## src/rtl/deserializer.sv

```systemverilog
// Serial-to-parallel receiver: rebuilds WIDTH-bit words (LSB first) framed by a start pulse
// and delivers them through a one-word valid/ready holding register. Optional macro: DESER_FRAME_CNT_EN.
module deserializer #(
    parameter int WIDTH = 8
) (
    input  logic             clk,
    input  logic             rst_n,
    input  logic             serial_in,
    input  logic             start,
    output logic [WIDTH-1:0] data_out,
    output logic             data_valid,
    input  logic             data_ready,
    output logic             overrun,
    output logic             frame_err,
    input  logic             err_clr
`ifdef DESER_FRAME_CNT_EN
    ,
    output logic [15:0]      frame_cnt
`endif
);

    localparam int            CW       = (WIDTH > 2) ? $clog2(WIDTH) : 1;
    localparam logic [CW-1:0] LAST_BIT = CW'(WIDTH - 1);

    localparam logic [0:0] S_IDLE = 1'b0;
    localparam logic [0:0] S_RECV = 1'b1;

    logic [0:0]       state_q,   state_d;
    logic [CW-1:0]    bit_cnt_q, bit_cnt_d;
    logic [WIDTH-2:0] shift_q,   shift_d;
    logic [WIDTH-1:0] data_q,    data_d;
    logic             valid_q,   valid_d;
    logic             overrun_q, overrun_d;
    logic             ferr_q,    ferr_d;

    logic             last_bit;
    logic             load;
    logic             drop;
    logic [WIDTH-1:0] word;

    assign last_bit = (state_q == S_RECV) && (bit_cnt_q == LAST_BIT);
    // The final bit is never stored in the shift register; it goes straight into the word.
    assign word     = {serial_in, shift_q};

    always_comb begin
        state_d   = state_q;
        bit_cnt_d = bit_cnt_q;
        shift_d   = shift_q;
        ferr_d    = 1'b0;
        load      = 1'b0;
        drop      = 1'b0;

        case (state_q)
            S_IDLE: begin
                if (start) begin
                    state_d   = S_RECV;
                    bit_cnt_d = '0;
                end
            end
            S_RECV: begin
                if (last_bit) begin
                    // A start on the completing edge chains straight into the next frame.
                    if (!valid_q || data_ready) begin
                        load = 1'b1;
                    end else begin
                        drop = 1'b1;
                    end
                    bit_cnt_d = '0;
                    state_d   = start ? S_RECV : S_IDLE;
                end else if (start) begin
                    bit_cnt_d = '0;
                    ferr_d    = 1'b1;
                end else begin
                    shift_d[bit_cnt_q] = serial_in;
                    bit_cnt_d          = bit_cnt_q + 1'b1;
                end
            end
            default: begin
                state_d   = S_IDLE;
                bit_cnt_d = '0;
            end
        endcase
    end

    always_comb begin
        data_d  = data_q;
        valid_d = valid_q;
        if (valid_q && data_ready) begin
            valid_d = 1'b0;
        end
        if (load) begin
            data_d  = word;
            valid_d = 1'b1;
        end
        // A new overrun on the clearing edge takes priority over the clear.
        overrun_d = (overrun_q & ~err_clr) | drop;
    end

    always_ff @(posedge clk) begin
        if (!rst_n) begin
            state_q   <= S_IDLE;
            bit_cnt_q <= '0;
            shift_q   <= '0;
            data_q    <= '0;
            valid_q   <= 1'b0;
            overrun_q <= 1'b0;
            ferr_q    <= 1'b0;
        end else begin
            state_q   <= state_d;
            bit_cnt_q <= bit_cnt_d;
            shift_q   <= shift_d;
            data_q    <= data_d;
            valid_q   <= valid_d;
            overrun_q <= overrun_d;
            ferr_q    <= ferr_d;
        end
    end

`ifdef DESER_FRAME_CNT_EN
    logic [15:0] fcnt_q, fcnt_d;

    // Counts only words that actually entered the holding register.
    assign fcnt_d = load ? fcnt_q + 16'd1 : fcnt_q;

    always_ff @(posedge clk) begin
        if (!rst_n) begin
            fcnt_q <= '0;
        end else begin
            fcnt_q <= fcnt_d;
        end
    end

    assign frame_cnt = fcnt_q;
`endif

    assign data_out   = data_q;
    assign data_valid = valid_q;
    assign overrun    = overrun_q;
    assign frame_err  = ferr_q;

endmodule

```

## config.mk

```make
export PLATFORM = sky130hd
export DESIGN_NAME = deserializer
export DESIGN_NICKNAME = d
export VERILOG_FILES = /design/src/rtl/deserializer.sv
export SDC_FILE = /design/constraint.sdc
export NUM_CORES = 1
export LEC_CHECK = 0
export CAP_MARGIN = 20
export CORE_MARGIN = 8
export CORE_UTILIZATION = 49
export DETAILED_ROUTE_END_ITERATION = 16
export PLACE_DENSITY = 0.75
export SLEW_MARGIN = 15
export SYNTH_ARGS = -nofsm -noshare
export SYNTH_HDL_FRONTEND = slang
export SYNTH_SLANG_ARGS = --single-unit
```

## constraint.sdc

```tcl
create_clock -name clk -period 1.6 [get_ports clk]
set_input_delay 0.32 -clock clk [delete_from_list [all_inputs] [get_ports clk]]
set_output_delay 0.32 -clock clk [all_outputs]
set_load 0.02 [all_outputs]
```

==> results of run 1 <==
-- worst reg2reg max path, stage by stage (launching register included) --
cell,delay [ns]
dfxtp_1,0.34
ha_1,0.20
ha_1,0.26
nor4b_4,0.33
nand2_1,0.13
mux2i_1,0.13
-- worst max path at each step --
stage / end / start / cells past startpoint / slack [ns]
after floorplan: shift_q[0] / bit_cnt_q[0] / 5 / 0.18
after global placement: shift_q[1] / start / 4 / 0.08
after detailed placement: shift_q[1] / start / 4 / 0.05
after CTS: data_out[2] / data_out[2] / 1 / 0.005
after global routing: data_out[4] / data_out[4] / 1 / 0.003
final: data_out[4] / data_out[4] / 1 / 0.04
-- per-layer routing --
layer	global-route usage [%]	wire length [microns]
met1	14.2	925
met2	19.3	885
met3	2.39	91
met4	4.08	12
met5	0	0
-- stage by stage --
stage	utilization (%)	std cells	hold slack, ns	area [sq um]	setup slack, ns
6_report	70.2	149	0.484	1240	0.0387
5_1_grt	70.2	149	0.493	1240	0.00348
4_1_cts	68.9	149	0.478	1210	0.00514
3_5_place_dp	66.0	145	0.460	1160	0.0520
3_3_place_gp	66.0	145	0.450	1160	0.0801
2_1_floorplan	-	100	0.439	932	0.177
-- flip-flops by register name, summed over array words and instances, names as in the netlist --
signal,flops
bit_cnt_q,3
data_out,8
data_valid,1
frame_err,1
overrun,1
shift_q,7
state_q,1
-- synthesized netlist by cell type (all sizes together) --
library cell   n
nand2         17
nor2           2
nor4b          1
a21oi          2
o22ai          1
and2           2
inv            2
a21boi         9
o21ai          8
nand2b         2
o21a           1
nand3          9
and3           1
mux2i          8
dfxtp         22
buf            1
nor2b          4
nand3b         2
and4bb         1
ha             2
clkbuf         3
-- layout by cell type, fill, tap and decap left out, drive strengths merged --
cell           netlist  layout
dfxtp               22      22
nand2               17      17
a21boi               9       9
nand3                9       9
o21ai                8       8
mux2i                8       8
dlymetal6s2s         0       8
buf                  1       8
clkdlybuf4s50        0       6
nor2b                4       4
clkbuf               3       3
inv                  2       2
nand3b               2       2
nand2b               2       2
a21oi                2       2
nor2                 2       2
ha                   2       2
dlygate4sd2          0       2
and2                 2       2
nor4b                1       1
and4bb               1       1
o21a                 1       1
o22ai                1       1
and3                 1       1
bufinv               0       1
-- kinds of logic after synthesis --
kind of cell / after synthesis / share of synthesized area [%]
mux: 8 / 8.59
buf+inv: 6 / 2.82
flops: 22 / 47.2
compound gates: 21 / 14.1
simple gates: 41 / 24.6
fa+ha+maj: 2 / 2.68
-- cell type report --
cell class	instances	area, sq um	area share [%]
Clock inverter	1	30.0	2.42
Tap cell	25	31.3	2.53
Timing Repair Buffer	24	238	19.2
Inverter	2	7.51	0.606
Clock buffer	3	22.5	1.82
Sequential cell	22	440	35.6
Multi-Input combinational cell	72	469	37.9
-- power breakdown --
group	internal [W]	switching [W]
logic	0.0000327	0.0000276
clock network	0.000253	0.000168
registers	0.000553	0.00000546
==> summary.md, run 1 <==
| Metric | Value |
|---|---|
| Status | `completed` |
| Synth warn | `0` |
| WP buf/inv | `1` |
| Syn Inst Count | `100` |
| Post-CTS Resized | `2` |
| CP peak stage delay | `0.60 ns` |
| Core box area | `1760 sq um` |
| Avg WL per Cell | `12.9 microns` |
| RSZ-0062 raised after global routing | `false` |
| Via count | `761` |
| Worst setup EP type | `output port` |
| CTS Sinks | `22` |
| DRC | `0` |
| Final min period | `1.56 ns` |
| DR iter-0 viols | `20` |
| Max Root-Sink Buffers | `2` |
| Mapped Area | `932 sq um` |
| Leak | `0.640 nW` |
| Die Y | `59.6 microns` |
| IO Pins | `17` |
| Top post-synthesis cells by area | `dfxtp_1, mux2i_1, a21boi_0` |
| Synth area leader | `dfxtp_1` |
| Die Wd | `59.6 microns` |
| Worst path slowest cell | `clkdlybuf4s50_1` |
| Vias in the first global route | `716` |
| Synthesized Nets | `108` |
| CP delay by family, top | `buffers and inverters` |
| Area share of the largest cell type after synthesis | `47.2%` |
| Critical path type | `flop to output port` |
| Slew HR | `78.8%` |
| Sequential fraction of the synthesis area | `47.2%` |
| Fillers | `142` |
| Area growth from synthesis to layout | `32.9%` |
| Pin count of the biggest net entering global routing | `14` |
| Avg Cell Area, Syn | `9.32 sq um` |
| Max cap viols | `0` |
| R2r endpoint | `shift_q[0]` |
| WP data arrival | `1.24 ns` |
| Peak supply drop | `0.549 mV` |
| Worst-path clk slew | `0.12 ns` |
| HP Class | `flop to flop` |
| F_max | `640 MHz` |
| CTS root buf | `clkbuf_4` |
| Worst R2R Start | `bit_cnt_q[0]` |
| Post-DP HPWL | `1450 microns` |
| Setup tns final | `0 ns` |
| Hold Path Stages | `2` |
| Cell chain of the critical path | `clkdlybuf4s50_1` |
| Final period util | `97.6%` |
| Row count | `15` |
| Setup Skew | `0.00183 ns` |
| Post-detailed-route via-to-cell ratio | `5.11` |
| Worst Reg-to-Reg Cells | `5` |
| Endpoints failing setup | `0` |
| Endpoint, Worst Hold | `shift_q[5]` |
| Initial antenna violation count | `0` |
| Total power | `0.00104 W` |
| Worst skew pair latency | `0.30 ns` |
| Post-route ant nets | `0` |
| # diodes | `0` |
| Total GRT Usage | `11.6%` |
| Post-Route WL | `1920 microns` |
| FF-to-FF setup slack | `0.10 ns` |
| Layout cells sized above 1 | `13.7%` |
| Post-synth cell types | `22` |
| CP startpoint kind | `flop` |
| Initial Utilization | `52.8%` |
| Gp weighted congestion | `0.767` |
| Hold_buf cts | `0` |
| #FFs+latches synth | `22` |
| Buffers on Ports | `16` |
| Nets | `133` |
| Die ar. | `3550 sq um` |
| Setup bufs post-CTS | `0` |
| Hold Path Origin | `shift_q[5]` |
| CP max FO | `2` |
| Pins Over Slew Limit | `0` |
| Critical Path RT | `1.28 ns` |
| PD cells | `840 nW/um^2` |
| Max H-tree Level | `1` |
| Drt pass-1 iters | `4` |
| Worst-Margin Slew | `0.316 ns` |
| CTS tree | `built` |
| Total gr overflow | `0` |
| First-pass GRT wire length | `3240 microns` |
| Hold Fails Final Rpt | `0` |
| CTS Buf Count | `3` |
Power figures use the tool's default switching activity.
==> run 2, diff against run 1 <==
CORE_MARGIN = unset   (was 8)
==> run 2 against run 1 <==
Net effect: flip-flop and latch count unchanged; register-to-register slack about the same; critical path depth unchanged; clock skew up 0.00073 ns; sequential share of layout area up 0.88 points; die area down 41%; maximum frequency up 0.93%; largest cell class unchanged.
==> summary.md, run 2 (synthesized netlist as in run 1, its figures left out) <==
| Metric | Value |
|---|---|
| Status | `completed` |
| Initial antenna violation count | `0 (unchanged)` |
| IO Pins | `17 (unchanged)` |
| Leak | `0.614 nW (-4.1%)` |
| WP data arrival | `1.23 ns (about the same)` |
| Total GRT Usage | `20.1% (+8.5 points)` |
| Pin count of the biggest net entering global routing | `13 (-1)` |
| HP Class | `flop to flop` |
| Die ar. | `2080 sq um (-41%)` |
| Post-layout util | `69.2% (-0.97 points)` |
| Nets | `131 (-1.5%)` |
| Worst setup EP type | `output port` |
| WP buf/inv | `1 (unchanged)` |
| Cell-internal power | `0.000672 W (-20%)` |
| Worst skew pair latency | `0.29 ns (about the same)` |
| Final min period | `1.55 ns (-0.0143 ns)` |
| Post-route ant nets | `0 (unchanged)` |
| Via count | `749 (-1.6%)` |
| # diodes | `0 (unchanged)` |
| RSZ-0062 raised after global routing | `false` |
| Gp weighted congestion | `0.795 (+3.6%)` |
| FF-to-FF setup slack | `0.10 ns (about the same)` |
| Initial Utilization | `53.4% (+0.57 points)` |
| Max cap viols | `0 (unchanged)` |
| Post-DP HPWL | `1320 microns (-9.1%)` |
| Worst-path clk slew | `0.11 ns (about the same)` |
| Row count | `15 (unchanged)` |
| Hold Path Origin | `shift_q[6]` |
| Total power | `0.000850 W (-18%)` |
| Worst path slowest cell | `clkdlybuf4s50_1` |
| Most frequent cells in the layout | `dfxtp_1, nand2_1, a21boi_0` |
| Max Root-Sink Buffers | `2 (unchanged)` |
| CTS Buf Count | `3 (unchanged)` |
| Setup tns final | `0 ns (unchanged)` |
| Pins Over Slew Limit | `0 (unchanged)` |
| Peak supply drop | `0.349 mV (-36%)` |
| Switching share of power | `21.0% (+1.6 points)` |
| CP delay by family, top | `buffers and inverters` |
| Layout cells sized above 1 | `11.6% (-2.1 points)` |
| Die Wd | `45.6 microns (-23%)` |
| Met3 Wirelength | `42 microns (-54%)` |
| Endpoints failing setup | `0 (unchanged)` |
| Max FFs per register | `8 (unchanged)` |
| Fillers | `158 (+11%)` |
| Top layer in use | `met4` |
| Total gr overflow | `0 (unchanged)` |
| Worst R2R Start | `bit_cnt_q[0]` |
| First-pass GRT wire length | `3030 microns (-6.4%)` |
| Post-Route WL | `1750 microns (-8.9%)` |
| F_max | `646 MHz (+0.93%)` |
| Slew HR | `79.7% (+0.88 points)` |
| Critical Path RT | `1.28 ns (about the same)` |
| Post-detailed-route via-to-cell ratio | `5.13 (+0.45%)` |
| Setup Skew | `0.00256 ns (+0.000727 ns)` |
| CP peak stage delay | `0.60 ns (about the same)` |
| Cell chain of the critical path | `clkdlybuf4s50_1` |
| DR iter-0 viols | `8 (-60%)` |
| Crit path from | `data_out[1]` |
| CP max FO | `2 (unchanged)` |
| Hold Fails Final Rpt | `0 (unchanged)` |
| Drt pass-1 iters | `4 (unchanged)` |
| Area growth from synthesis to layout | `29.7%` |
| Buffers on Ports | `16 (unchanged)` |
| Avg WL per Cell | `12.0 microns (-7.0%)` |
| PD cells | `703 nW/um^2 (-16%)` |
| Switching power | `0.000178 W (-11%)` |
| Core box area | `1750 sq um (-1.1%)` |
| Commonest non-fill, non-tap cell in the layout | `dfxtp_1` |
| Clk pwr share | `27.5% (-13 points)` |
| Final period util | `96.7% (-0.89 points)` |
| Register share of total power | `65.7% (+12 points)` |
| CTS Sinks | `22 (unchanged)` |
| Part of the power in combinational logic | `6.8% (+1.0 points)` |
| DRC | `0 (unchanged)` |
| Max H-tree Level | `1 (unchanged)` |
| Vias in the first global route | `708 (-1.1%)` |
| Routed met1 length | `859 microns (-7.1%)` |
| Die Y | `45.6 microns (-23%)` |
| CTS tree | `built` |
| Met2 Wirelength | `817 microns (-7.7%)` |
| Worst-Margin Slew | `0.303 ns (-0.0131 ns)` |
| CTS root buf | `clkbuf_4` |
| Critical path type | `flop to output port` |
| CP startpoint kind | `flop` |
==> run 2: cell count changes in the layout (fill, tap and decap cells not counted) <==
cell and change:
buf_12 +1, buf_4 -3, bufinv_16 -1, clkdlybuf4s50_1 +2, dlygate4sd2_1 -2
==> run 2: final timing paths <==
| check | end | cells past startpoint |
|---|---|---|
| worst max-delay path | data_out[1] | 1 |
| worst min-delay path | shift_q[6] | 2 |
| worst max register to register | shift_q[4] | 5 |
| worst min register to register | shift_q[6] | 2 |
==> run 2: per-layer routing <==
| layer | track usage [%] | vias up |
|---|---|---|
| li1 | - | 387 |
| met1 | 27.6 | 347 |
| met2 | 30.6 | 11 |
| met3 | 3.97 | 4 |
| met4 | 8.48 | 0 |
| met5 | 0 | - |
==> run 2: timing repair <==
item | in CTS | in global routing
hold buffers | 0 | 0
setup endpoints to repair | 0 | 15
resized for setup | 0 | 10
setup buffers | 0 | 0
==> run 2: power by group through the flow <==
| stage | clock [W] | sequential, W | combinational (W) |
|---|---|---|---|
| 4_1_cts | 0.000248 | 0.000558 | 0.0000575 |
| 3_3_place_gp | 0 | 0.000570 | 0.0000570 |
| 3_5_place_dp | 0 | 0.000570 | 0.0000573 |
| 2_1_floorplan | 0 | 0.000571 | 0.0000282 |
| 6_report | 0.000234 | 0.000558 | 0.0000575 |
| 5_1_grt | 0.000272 | 0.000560 | 0.0000637 |
==> run 2: cell type report <==
cell class / count / area [sq um] / area share (%)
multi-input cells: 72 / 469 / 38.8
flip-flops and latches: 22 / 440 / 36.4
repair buffers: 22 / 238 / 19.7
well taps: 25 / 31.3 / 2.59
clock buffers: 3 / 22.5 / 1.86
inverters: 2 / 7.51 / 0.621
==> run 2: stage by stage <==
stage / setup WS [ns] / cell area (sq um) / instances / hold WS [ns]
detailed placement: 0.0173 / 1160 / 143 / 0.461
finish: 0.0530 / 1210 / 146 / 0.471
global route: 0.00114 / 1210 / 146 / 0.504
CTS: 0.000958 / 1180 / 146 / 0.477
floorplan: 0.177 / 932 / 100 / 0.439
global placement: 0.0515 / 1160 / 143 / 0.450
